==> src/rtl/mem_lsu_pkg.sv <==
// mem_lsu_pkg: shared types for the MEM stage load/store unit.
// Access sizes, LSU FSM states, byte-enable type, EX/MEM bundle, alignment helper.
package mem_lsu_pkg;

    typedef enum logic [1:0] {
        MEM_SIZE_BYTE = 2'b00,
        MEM_SIZE_HALF = 2'b01,
        MEM_SIZE_WORD = 2'b10,
        MEM_SIZE_WIDE = 2'b11
    } mem_size_t;

    typedef enum logic {
        LSU_IDLE   = 1'b0,
        LSU_ACCESS = 1'b1
    } lsu_state_t;

    typedef logic [3:0] mem_be_t;

    typedef struct packed {
        logic        regfile_we;
        logic [4:0]  regfile_waddr;
        logic [31:0] alu_result;
        logic [31:0] store_data;
        logic        mem_re;
        logic        mem_we;
        mem_size_t   mem_size;
        logic        mem_signed;
    } ex_mem_t;

    function automatic logic addr_misaligned(input mem_size_t size,
                                             input logic [1:0] lo);
        logic mis;
        unique case (size)
            MEM_SIZE_BYTE: mis = 1'b0;
            MEM_SIZE_HALF: mis = lo[0];
            default:       mis = (lo != 2'b00);
        endcase
        return mis;
    endfunction

endpackage

==> src/rtl/mem_lsu_if.sv <==
// mem_lsu_if: data-memory req/ack port.
// master drives req/we/addr/be/wdata; slave returns ack and rdata in the ack cycle.
interface mem_lsu_if #(
    parameter int ADDR_W = 32
);
    logic              req;
    logic              we;
    logic [ADDR_W-1:0] addr;
    logic [3:0]        be;
    logic [31:0]       wdata;
    logic              ack;
    logic [31:0]       rdata;

    modport master (
        output req, we, addr, be, wdata,
        input  ack, rdata
    );

    modport slave (
        input  req, we, addr, be, wdata,
        output ack, rdata
    );
endinterface

==> src/rtl/mem_align.sv <==
// mem_align: lane steering for the LSU (purely combinational).
// In: size, addr_lo, sgn, store_data, rdata. Out: be, wdata, load_data, misaligned.
module mem_align
    import mem_lsu_pkg::*;
(
    input  mem_size_t   size,
    input  logic [1:0]  addr_lo,
    input  logic        sgn,
    input  logic [31:0] store_data,
    input  logic [31:0] rdata,
    output mem_be_t     be,
    output logic [31:0] wdata,
    output logic [31:0] load_data,
    output logic        misaligned
);

    logic [7:0]  byte_lane;
    logic [15:0] half_lane;

    always_comb begin
        byte_lane = rdata[7:0];
        unique case (addr_lo)
            2'd0: byte_lane = rdata[7:0];
            2'd1: byte_lane = rdata[15:8];
            2'd2: byte_lane = rdata[23:16];
            2'd3: byte_lane = rdata[31:24];
        endcase
        half_lane = addr_lo[1] ? rdata[31:16] : rdata[15:0];

        be        = 4'b1111;
        wdata     = store_data;
        load_data = rdata;
        unique case (size)
            MEM_SIZE_BYTE: begin
                be        = 4'b0001 << addr_lo;
                wdata     = {4{store_data[7:0]}};
                load_data = {{24{sgn & byte_lane[7]}}, byte_lane};
            end
            MEM_SIZE_HALF: begin
                be        = addr_lo[1] ? 4'b1100 : 4'b0011;
                wdata     = {2{store_data[15:0]}};
                load_data = {{16{sgn & half_lane[15]}}, half_lane};
            end
            default: ;
        endcase

        misaligned = addr_misaligned(size, addr_lo);
    end

endmodule

==> src/rtl/mem_lsu.sv <==
// mem_lsu: MEM stage with EX/MEM and MEM/WB registers and a req/ack dmem port.
// Ports: clk, rst (async low), ex_* op in, flush, mem_stall_req, dmem (master), wb_* out, err pulses.
module mem_lsu
    import mem_lsu_pkg::*;
#(
    parameter int TIMEOUT_CYCLES = 255,
    parameter int ADDR_W         = 32
) (
    input  logic              clk,
    input  logic              rst,
    input  logic              ex_regfile_we,
    input  logic [4:0]        ex_regfile_waddr,
    input  logic [31:0]       ex_alu_result,
    input  logic [31:0]       ex_store_data,
    input  logic [ADDR_W-1:0] ex_mem_addr,
    input  logic              ex_mem_re,
    input  logic              ex_mem_we,
    input  logic [1:0]        ex_mem_size,
    input  logic              ex_mem_signed,
    input  logic              flush,
    output logic              mem_stall_req,
    mem_lsu_if.master         dmem,
    output logic              wb_regfile_we,
    output logic [4:0]        wb_regfile_waddr,
    output logic [31:0]       wb_regfile_wdata,
    output logic              mem_addr_err,
    output logic              mem_bus_err
);

    ex_mem_t           ex_op;
    ex_mem_t           exm_q;
    logic [ADDR_W-1:0] addr_q;
    lsu_state_t        state_q;
    lsu_state_t        state_d;
    logic [9:0]        cnt_q;
    logic              ex_go;
    logic              timeout;
    logic              mis_q;
    mem_be_t           al_be;
    logic [31:0]       al_wdata;
    logic [31:0]       al_load;
    logic              al_mis;

    // Store wins when both re and we are set.
    always_comb begin
        ex_op = '0;
        if (!flush) begin
            ex_op.regfile_we    = ex_regfile_we;
            ex_op.regfile_waddr = ex_regfile_waddr;
            ex_op.alu_result    = ex_alu_result;
            ex_op.store_data    = ex_store_data;
            ex_op.mem_re        = ex_mem_re & ~ex_mem_we;
            ex_op.mem_we        = ex_mem_we;
            ex_op.mem_size      = mem_size_t'(ex_mem_size);
            ex_op.mem_signed    = ex_mem_signed;
        end
    end

    assign ex_go = (ex_op.mem_re | ex_op.mem_we)
                 & ~addr_misaligned(ex_op.mem_size, ex_mem_addr[1:0]);

    assign timeout = (state_q == LSU_ACCESS) & ~dmem.ack
                   & (cnt_q == 10'(TIMEOUT_CYCLES - 1));

    mem_align u_align (
        .size       (exm_q.mem_size),
        .addr_lo    (addr_q[1:0]),
        .sgn        (exm_q.mem_signed),
        .store_data (exm_q.store_data),
        .rdata      (dmem.rdata),
        .be         (al_be),
        .wdata      (al_wdata),
        .load_data  (al_load),
        .misaligned (al_mis)
    );

    assign mis_q = (exm_q.mem_re | exm_q.mem_we) & al_mis;

    always_ff @(posedge clk or negedge rst) begin
        if (!rst) begin
            state_q <= LSU_IDLE;
        end else begin
            state_q <= state_d;
        end
    end

    always_comb begin
        state_d = state_q;
        unique case (state_q)
            LSU_IDLE: begin
                state_d = ex_go ? LSU_ACCESS : LSU_IDLE;
            end
            LSU_ACCESS: begin
                if (dmem.ack) begin
                    state_d = ex_go ? LSU_ACCESS : LSU_IDLE;
                end else if (timeout) begin
                    state_d = LSU_IDLE;
                end
            end
        endcase
    end

    always_comb begin
        dmem.req      = (state_q == LSU_ACCESS);
        dmem.we       = dmem.req & exm_q.mem_we;
        dmem.addr     = '0;
        dmem.be       = 4'b0000;
        dmem.wdata    = '0;
        mem_stall_req = dmem.req & ~dmem.ack;
        if (dmem.req) begin
            dmem.addr = {addr_q[ADDR_W-1:2], 2'b00};
            dmem.be   = exm_q.mem_we ? al_be : 4'b1111;
            dmem.wdata = exm_q.mem_we ? al_wdata : 32'h0;
        end
    end

    always_ff @(posedge clk or negedge rst) begin
        if (!rst) begin
            cnt_q <= '0;
        end else if (dmem.req & ~dmem.ack & ~timeout) begin
            cnt_q <= cnt_q + 10'd1;
        end else begin
            cnt_q <= '0;
        end
    end

    // A timed-out op is retired here, so the held EX/MEM slot becomes a bubble.
    always_ff @(posedge clk or negedge rst) begin
        if (!rst) begin
            exm_q  <= '0;
            addr_q <= '0;
        end else if (timeout) begin
            exm_q  <= '0;
        end else if (!mem_stall_req) begin
            exm_q  <= ex_op;
            addr_q <= ex_mem_addr;
        end
    end

    always_ff @(posedge clk or negedge rst) begin
        if (!rst) begin
            wb_regfile_we    <= 1'b0;
            wb_regfile_waddr <= '0;
            wb_regfile_wdata <= '0;
            mem_addr_err     <= 1'b0;
            mem_bus_err      <= 1'b0;
        end else if (mem_stall_req) begin
            wb_regfile_we    <= 1'b0;
            wb_regfile_waddr <= '0;
            wb_regfile_wdata <= '0;
            mem_addr_err     <= 1'b0;
            mem_bus_err      <= timeout;
        end else begin
            wb_regfile_we    <= exm_q.regfile_we & ~exm_q.mem_we & ~mis_q;
            wb_regfile_waddr <= exm_q.regfile_waddr;
            wb_regfile_wdata <= exm_q.mem_re ? al_load : exm_q.alu_result;
            mem_addr_err     <= mis_q;
            mem_bus_err      <= 1'b0;
        end
    end

endmodule
==> src/flat_wrapper.sv <==
// flat-port wrapper written by rule: the top's interface ports become plain ports
module mem_lsu_flat import mem_lsu_pkg::*;
#(
    parameter int TIMEOUT_CYCLES = 255,
    parameter int ADDR_W         = 32
)
  (clk, rst, ex_regfile_we, ex_regfile_waddr, ex_alu_result, ex_store_data, ex_mem_addr, ex_mem_re, ex_mem_we, ex_mem_size, ex_mem_signed, flush, mem_stall_req, wb_regfile_we, wb_regfile_waddr, wb_regfile_wdata, mem_addr_err, mem_bus_err, dmem_req, dmem_we, dmem_addr, dmem_be, dmem_wdata, dmem_ack, dmem_rdata);
  mem_lsu_if #(.ADDR_W(ADDR_W)) dmem_i ();
  input  logic clk;
  input  logic rst;
  input  logic ex_regfile_we;
  input  logic [4:0] ex_regfile_waddr;
  input  logic [31:0] ex_alu_result;
  input  logic [31:0] ex_store_data;
  input  logic [ADDR_W-1:0] ex_mem_addr;
  input  logic ex_mem_re;
  input  logic ex_mem_we;
  input  logic [1:0] ex_mem_size;
  input  logic ex_mem_signed;
  input  logic flush;
  output logic mem_stall_req;
  output logic wb_regfile_we;
  output logic [4:0] wb_regfile_waddr;
  output logic [31:0] wb_regfile_wdata;
  output logic mem_addr_err;
  output logic mem_bus_err;
  output wire logic [$bits(dmem_i.req)-1:0] dmem_req;
  output wire logic [$bits(dmem_i.we)-1:0] dmem_we;
  output wire logic [$bits(dmem_i.addr)-1:0] dmem_addr;
  output wire logic [$bits(dmem_i.be)-1:0] dmem_be;
  output wire logic [$bits(dmem_i.wdata)-1:0] dmem_wdata;
  input wire logic [$bits(dmem_i.ack)-1:0] dmem_ack;
  input wire logic [$bits(dmem_i.rdata)-1:0] dmem_rdata;
  assign dmem_req = dmem_i.req;
  assign dmem_we = dmem_i.we;
  assign dmem_addr = dmem_i.addr;
  assign dmem_be = dmem_i.be;
  assign dmem_wdata = dmem_i.wdata;
  assign dmem_i.ack = dmem_ack;
  assign dmem_i.rdata = dmem_rdata;
  mem_lsu #(.TIMEOUT_CYCLES(TIMEOUT_CYCLES), .ADDR_W(ADDR_W)) u_core (.clk(clk), .rst(rst), .ex_regfile_we(ex_regfile_we), .ex_regfile_waddr(ex_regfile_waddr), .ex_alu_result(ex_alu_result), .ex_store_data(ex_store_data), .ex_mem_addr(ex_mem_addr), .ex_mem_re(ex_mem_re), .ex_mem_we(ex_mem_we), .ex_mem_size(ex_mem_size), .ex_mem_signed(ex_mem_signed), .flush(flush), .mem_stall_req(mem_stall_req), .dmem(dmem_i), .wb_regfile_we(wb_regfile_we), .wb_regfile_waddr(wb_regfile_waddr), .wb_regfile_wdata(wb_regfile_wdata), .mem_addr_err(mem_addr_err), .mem_bus_err(mem_bus_err));
endmodule
==> config.mk <==
export PLATFORM = sky130hd
export DESIGN_NAME = mem_lsu_flat
export DESIGN_NICKNAME = d
export VERILOG_FILES = /design/src/rtl/mem_lsu_pkg.sv /design/src/rtl/mem_lsu_if.sv /design/src/rtl/mem_align.sv /design/src/rtl/mem_lsu.sv /design/src/flat_wrapper.sv
export SDC_FILE = /design/constraint.sdc
export NUM_CORES = 1
export LEC_CHECK = 0
export ABC_AREA = 1
export BUFFER_PORTS_ARGS = -buffer_cell sky130_fd_sc_hd__buf_2
export CAP_MARGIN = 5
export CORE_MARGIN = 2
export CORE_UTILIZATION = 30
export CTS_BUF_LIST = sky130_fd_sc_hd__clkbuf_2 sky130_fd_sc_hd__clkbuf_4 sky130_fd_sc_hd__clkbuf_8
export CTS_CLUSTER_DIAMETER = 60
export DETAILED_ROUTE_END_ITERATION = 8
export GPL_ROUTABILITY_DRIVEN = 0
export GPL_TIMING_DRIVEN = 0
export PLACE_DENSITY = 0.65
export SETUP_SLACK_MARGIN = 0.15
export SYNTH_ARGS = -nofsm -noshare
export SYNTH_HDL_FRONTEND = slang
export SYNTH_SLANG_ARGS = --single-unit
export TNS_END_PERCENT = 5
==> constraint.sdc <==
create_clock -name clk -period 1.2 [get_ports clk]
set_input_delay 0.12 -clock clk [delete_from_list [all_inputs] [get_ports clk]]
set_output_delay 0.12 -clock clk [all_outputs]
set_load 0.05 [all_outputs]
==> results.json, run 1 <==
{
  "status": "finished with violations",
  "violations": "negative hold slack, negative setup slack",
  "timing.hold.ws_ns": -0.4379,
  "syn_area_per_cell_sq_um": 8.063,
  "fp.dieH_microns": 164.2,
  "worstSkewPairLatency_ns": 0.46,
  "ant_nets": 0,
  "vias_per_cell": 4.813,
  "worstPathRequired_ns": 1.08,
  "clock.fmax_ghz": 0.5235,
  "die_area_sq_um": 26960,
  "pwr-share-comb_pct": 34.2,
  "cp-start-kind": "flip-flop",
  "async_flop_share_pct": 100.0,
  "power_frac_clock_pct": 27.8,
  "cts_hold_buf": 105,
  "firstDrtPassIters": 5,
  "row_count": 58,
  "grt_pass1_wl_microns": 45840,
  "power_density_nw_per_um2": 1273,
  "clkTransAtPathRegs_ns": 0.10,
  "cp_max_fo": 7,
  "synthTopCellsByArea": "dfrtp_1, nand2_1, nand3_1, o21ai_0, inv_1",
  "syn_inst": 955,
  "hold_viol": 57,
  "crit_type": "reg -> out",
  "slew_viol_final": 0,
  "rsz0062_at_grt": "yes",
  "swShare_pct": 36.40,
  "die_w_microns": 164.2,
  "h-tree-depth": 4,
  "yosys_most_used_dff": "dfrtp_1",
  "cts-root-buf": "clkbuf_8",
  "fin_nets": 1496,
  "r2r_start": "u_core.exm_q[2]",
  "io_buffers": 251,
  "r2r_setup_slack_ns": -0.54,
  "via_count": 8162,
  "leakagePower_uw": 0.006304,
  "grt_overflow": 0,
  "wl_per_cell_microns": 17.50,
  "ir_drop_mv": 0.6986,
  "yosys_warnings": 0,
  "critPathLaunch": "u_core.exm_q[2]",
  "layout-drive-gt1-share_pct": 34.90,
  "pin_count": 254,
  "fin_worst_skew_ns": 0.02421,
  "clockBufferDepth": 2,
  "grt_pass1_vias": 8494,
  "yosysTopAreaCell": "dfrtp_1",
  "setup_viol": 222,
  "grt_max_degree": 104,
  "cp-end-kind": "primary output",
  "place_hpwl_microns": 20980,
  "seq_area_frac_synth_pct": 51.35,
  "p_int_uw": 10270,
  "tightest_slew_ns": 0.7139,
  "totalWireLength_microns": 29680,
  "worstSetupEndpoint": "dmem_wdata[27]",
  "initial_utilization_pct": 30.58,
  "fp.coreArea_sq_um": 25180,
  "arrival_ns": 1.79,
  "setup_ws_ns": -0.7102,
  "r2r_end": "u_core.wb_regfile_wdata[27]",
  "antenna_found_initial": 2,
  "synth_edf_count": 0,
  "r2r_cells": 10,
  "finalSetupTns_ns": -80.26,
  "synth.ff_latch_count": 158,
  "cts_tree": "yes",
  "layout_worst_path_cycle_share_pct": 159.2,
  "area_growth_pct": 64.71,
  "drc": 0,
  "grt_usage_pct": 22.31,
  "seq_power_share_pct": 38.0,
  "syn_area_sq_um": 7700,
  "relSlewSlack_pct": 52.41,
  "p_sw_uw": 5877,
  "synthDominantCellAreaShare_pct": 51.35,
  "cap_violations": 0,
  "period_needed_ns": 1.910,
  "drt_iter0_markers": 505,
  "numCtsBuffers": 17,
  "ys_types": 40,
  "hp-class": "in -> async",
  "cts_sinks": 158
}
==> sequential cells by signal (all words and copies together) (netlist names) <==
register                 count
u_core.wb_regfile_wdata     32
u_core.mem_bus_err           1
u_core.wb_regfile_we         1
u_core.cnt_q                10
u_core.mem_addr_err          1
u_core.addr_q               32
u_core.dmem.req              1
u_core.exm_q                75
u_core.wb_regfile_waddr      5
==> worst max-delay path, stage by stage (launching register included) <==
cell	delay (ns)
dfrtp_1	0.35
buf_6	0.16
clkinv_8	0.08
nand2_8	0.11
buf_12	0.13
o21ai_4	0.07
a221oi_4	0.22
buf_6	0.20
==> per-stage QoR <==
stage | instances | util [%] | instance area (sq um) | total power, uW | setup WS [ns]
floorplan | 956 | - | 8074 | 9037 | -0.3908
global placement | 1537 | 38.69 | 9743 | 10340 | -2.778
detailed placement | 1538 | 38.84 | 9781 | 10400 | -0.7304
CTS | 1686 | 49.39 | 12440 | 16080 | -0.7294
global route | 1694 | 50.34 | 12680 | 16900 | -0.7748
finish | 1696 | 50.36 | 12680 | 16140 | -0.7102
==> metal layers <==
| layer | routed length, microns | vias to the layer above | track usage (%) |
|---|---|---|---|
| li1 | - | 3881 | - |
| met1 | 12610 | 3940 | 28.87 |
| met2 | 14720 | 298 | 37.87 |
| met3 | 1741 | 41 | 3.889 |
| met4 | 601 | 2 | 7.097 |
| met5 | 13 | - | 0 |
==> cells in the mapped netlist (2+ instances only) <==
master       n
inv_2        8
nand3_4      2
nor3b_1      5
nor2_1      46
a21oi_2     10
o22ai_1      2
o211ai_1     7
buf_4        9
buf_2       18
nand3_1    131
dfrtp_1    158
ha_1         2
inv_1      110
o21ai_0     88
clkbuf_1    34
a221oi_1     6
a21oi_1     44
nand2_1    229
nand2_4      2
a211oi_1     2
nor3_1       2
o21ai_1      4
nand2_2     12
o2111ai_1    8
==> repair_timing <==
action                                  CTS  global route
pin swaps                                 8             5
resized for setup                       332            58
setup buffers                             9             8
cloned                                    2             0
endpoints found under the setup margin  267           267
hold endpoints to repair                160            55
==> kinds of logic (layout without fill, tap and decap cells) <==
| family | count (synthesis) | count (layout) | share of synthesized area [%] |
|---|---|---|---|
| DFF | 158 | 158 | 51.35 |
| AOI/OAI and AO/OA | 175 | 175 | 13.18 |
| and+or+nand+nor | 434 | 434 | 24.91 |
| xor gates and xnor gates | 1 | 1 | 0.1138 |
| buffers and inverters | 184 | 592 | 10.07 |
| other | 1 | 4 | 0.04870 |
| adders and majority gates | 2 | 2 | 0.3249 |
==> how the worst min path moves through the flow <==
stage                         to  slack, ns  depth (start not counted)
4_1_cts         u_core.exm_q[32]      -0.44                          1
6_report        u_core.exm_q[32]      -0.44                          1
5_1_grt         u_core.exm_q[32]      -0.42                          1
2_1_floorplan   u_core.addr_q[0]      -0.18                          0
3_5_place_dp    u_core.exm_q[32]       0.08                          1
3_3_place_gp   u_core.addr_q[18]       0.32                          3
==> final cells by class <==
| class | instances | area (sq um) |
|---|---|---|
| Fill cell | 2313 | 12500 |
| Sequential cell | 158 | 3958 |
| Multi-Input combinational cell | 614 | 3521 |
| Timing Repair Buffer | 376 | 3219 |
| Buffer | 64 | 639.4 |
| Inverter | 120 | 491.7 |
| Tap cell | 330 | 412.9 |
| Clock buffer | 19 | 249.0 |
| Clock inverter | 13 | 186.4 |
| Antenna cell | 2 | 5.005 |
==> power by group through the flow <==
stage,logic (uW),registers (uW),clock network (uW)
global route,5890,6200,4820
floorplan,2300,6740,0
CTS,5340,6140,4600
finish,5520,6140,4490
detailed placement,4210,6190,0
global placement,4150,6180,0
==> cell usage in the layout, fill, tap and decap left out, types with 14 or more instances in the layout <==
cell type        n
clkbuf_8        21
inv_1          108
nand3_1        130
nand2_1        218
nor2_1          36
buf_4           32
buf_2          146
buf_6          103
a21oi_2         29
dfrtp_1        155
o21ai_0         70
a21oi_1         14
nand2_2         21
dlygate4sd3_1  105
(Power assumes the default switching activity.)
==> run 2, diff against run 1 <==
--- a/config.mk
+++ b/config.mk
@@ -17,6 +17,7 @@
 export GPL_TIMING_DRIVEN = 0
 export PLACE_DENSITY = 0.65
 export SETUP_SLACK_MARGIN = 0.15
+export SLEW_MARGIN = 0
 export SYNTH_ARGS = -nofsm -noshare
 export SYNTH_HDL_FRONTEND = slang
 export SYNTH_SLANG_ARGS = --single-unit
==> constraint.sdc (replaced) <==
create_clock -name clk -period 1.2 [get_ports clk]
set_input_delay 0.06 -clock clk [delete_from_list [all_inputs] [get_ports clk]]
set_output_delay 0.06 -clock clk [all_outputs]
set_load 0.05 [all_outputs]
==> run 2 against run 1 <==
The flow still finishes with violations (negative hold slack, negative setup slack). Largest cell class is now non-clock buffers. Clock skew barely moved. Core utilization rose by 1.1 points. Power rose by 1.0%. Count of clock-buffer cells in the layout did not move. First-iteration DRC count rose by 2.0%. Sequential power barely moved. Combinational power rose by 2%. Clock power barely moved. Final area rose by 2.3%.
==> results.json, run 2 (synthesized netlist as in run 1, its figures left out) <==
{
  "vias_per_cell": 4.822,
  "power_density_nw_per_um2": 1257,
  "clockBufferDepth": 2,
  "critical-path-slowest-cell": "dfrtp_1",
  "p_sw_uw": 5949,
  "multi_input_area_sq_um": 3543,
  "pre_cts_slack_ns": -0.7302,
  "totalWireLength_microns": 29950,
  "arrival_ns": 1.79,
  "reg_top3": "u_core.exm_q: 75 flops, u_core.addr_q: 32 flops, u_core.wb_regfile_wdata: 32 flops",
  "antenna_found_initial": 2,
  "layout_worst_path_cycle_share_pct": 154.1,
  "leakagePower_uw": 0.006406,
  "critPathLaunch": "u_core.exm_q[2]",
  "grt_usage_pct": 22.51,
  "setup_viol": 222,
  "status": "finished with violations",
  "final-seq-area_sq_um": 3958,
  "ant_nets": 0,
  "seq_power_share_pct": 37.7,
  "post_dp_cell_area_sq_um": 9781,
  "wl_per_cell_microns": 17.43,
  "grt_pass1_wl_microns": 46330,
  "io_buffers": 251,
  "fillerInstances": 2289,
  "cts_sinks": 158,
  "h-tree-depth": 4,
  "cts_hold_buf": 126,
  "area_growth_pct": 68.43,
  "slew_viol_final": 0,
  "swShare_pct": 36.48,
  "numCtsBuffers": 17,
  "path_cells": "buf_6 > clkinv_8 > nand2_8 > buf_12 > o21ai_4 > a221oi_4 > buf_6",
  "grt_max_degree": 104,
  "setup_ws_ns": -0.6488,
  "crit_type": "reg -> out",
  "regMostFlops": "u_core.exm_q",
  "place_hpwl_microns": 20980,
  "path_depth": 7,
  "crit_top_cell": "buf_6",
  "relSlewSlack_pct": 52.32,
  "grt_pass1_vias": 8633,
  "drt_iter0_markers": 515,
  "largest_register_ffs": 75,
  "hp-class": "in -> async",
  "drc": 0,
  "clkTransAtPathRegs_ns": 0.10,
  "clock.fmax_ghz": 0.5409,
  "period_needed_ns": 1.849,
  "fin_worst_skew_ns": 0.02461,
  "die_area_sq_um": 26960,
  "cp-start-kind": "flip-flop",
  "via_count": 8284,
  "fin_area_sq_um": 12970,
  "r2r_setup_slack_ns": -0.54,
  "r2r_cells": 10,
  "cts_tree": "yes",
  "p_int_uw": 10360,
  "cp_max_fo": 7,
  "pwr-share-comb_pct": 34.7,
  "row_count": 58,
  "hold_viol": 55,
  "critPathMaxStageDelay_ns": 0.35,
  "final_common_cell": "nand2_1",
  "cts-root-buf": "clkbuf_8",
  "r2r_end": "u_core.wb_regfile_wdata[27]",
  "cap_violations": 0,
  "ir_drop_mv": 0.7085,
  "mostFrequentLayoutCells": "nand2_1, dfrtp_1, buf_2",
  "initial_utilization_pct": 30.58,
  "fp.coreArea_sq_um": 25180,
  "power_frac_clock_pct": 27.6,
  "die_w_microns": 164.2,
  "path_buf_inv": 4,
  "tightest_slew_ns": 0.7153,
  "fp.dieH_microns": 164.2,
  "cp-end-kind": "primary output",
  "grt_overflow": 0,
  "rsz0062_at_grt": "yes",
  "layout-drive-gt1-share_pct": 36.46,
  "worstPathRequired_ns": 1.14,
  "pin_count": 254,
  "crit_family": "buffers and inverters",
  "worstSetupEndpoint": "dmem_wdata[27]",
  "r2r_start": "u_core.exm_q[2]",
  "violations": "negative hold slack, negative setup slack",
  "finalSetupTns_ns": -77.20,
  "worstSkewPairLatency_ns": 0.47,
  "timing.hold.ws_ns": -0.2930,
  "firstDrtPassIters": 5,
  "fin_nets": 1517
}
## run 2: cell count changes in the layout (fill, tap and decap cells not counted), sizes merged
cell          delta
clkbuf           +1
dlymetal6s4s     +1
buf              -1
diode            +1
dlygate4sd3     +20
## run 2: cell type report
class	instances	share of cell area (%)
tap	330	3.184
clock buffer	19	1.920
buffer	64	5.171
clock inverter	13	1.438
sequential	158	30.52
multi-input combinational	614	27.32
antenna	3	0.05789
inverter	120	3.792
timing repair buffer	397	26.60
## run 2: per-layer routing
| layer | part of all wire (%) | global-route usage (%) | up-vias |
|---|---|---|---|
| met5 | 0.043 | 0 | - |
| met3 | 5.7 | 3.889 | 52 |
| met4 | 2.3 | 7.496 | 2 |
| li1 | - | - | 3926 |
| met2 | 49 | 38.28 | 295 |
| met1 | 42 | 28.93 | 4009 |
## run 2: worst min-delay path by stage
| stage | to | depth (start not counted) |
|---|---|---|
| finish | u_core.exm_q[32] | 2 |
| global route | u_core.exm_q[32] | 2 |
| CTS | u_core.wb_regfile_wdata[25] | 5 |
| detailed placement | u_core.exm_q[32] | 1 |
| global placement | u_core.addr_q[18] | 3 |
| floorplan | u_core.addr_q[0] | 0 |
## run 2: stage by stage
| stage | cells | total power (uW) | hold slack (ns) | utilization, % |
|---|---|---|---|---|
| 6_report | 1718 | 16310 | -0.2930 | 51.50 |
| 5_1_grt | 1715 | 17050 | -0.2579 | 51.47 |
| 4_1_cts | 1707 | 16150 | 0.0003538 | 50.33 |
| 3_5_place_dp | 1538 | 10400 | 0.02219 | 38.84 |
| 3_3_place_gp | 1537 | 10340 | 0.2575 | 38.69 |
| 2_1_floorplan | 956 | 9037 | -0.2356 | - |
## run 2: repair_timing
item / in CTS / in global routing
hold endpoints to repair: 180 / 55
cloned: 2 / 0
pin swaps: 10 / 5
endpoints found under the setup margin: 267 / 370
resized for setup: 337 / 119
setup buffers: 9 / 8
## run 2: power by group through the flow
stage	sequential, uW	clock (uW)	combinational (uW)
2_1_floorplan	6740	0	2300
3_3_place_gp	6180	0	4150
3_5_place_dp	6190	0	4210
4_1_cts	6140	4600	5410
5_1_grt	6210	4820	6020
6_report	6150	4500	5650
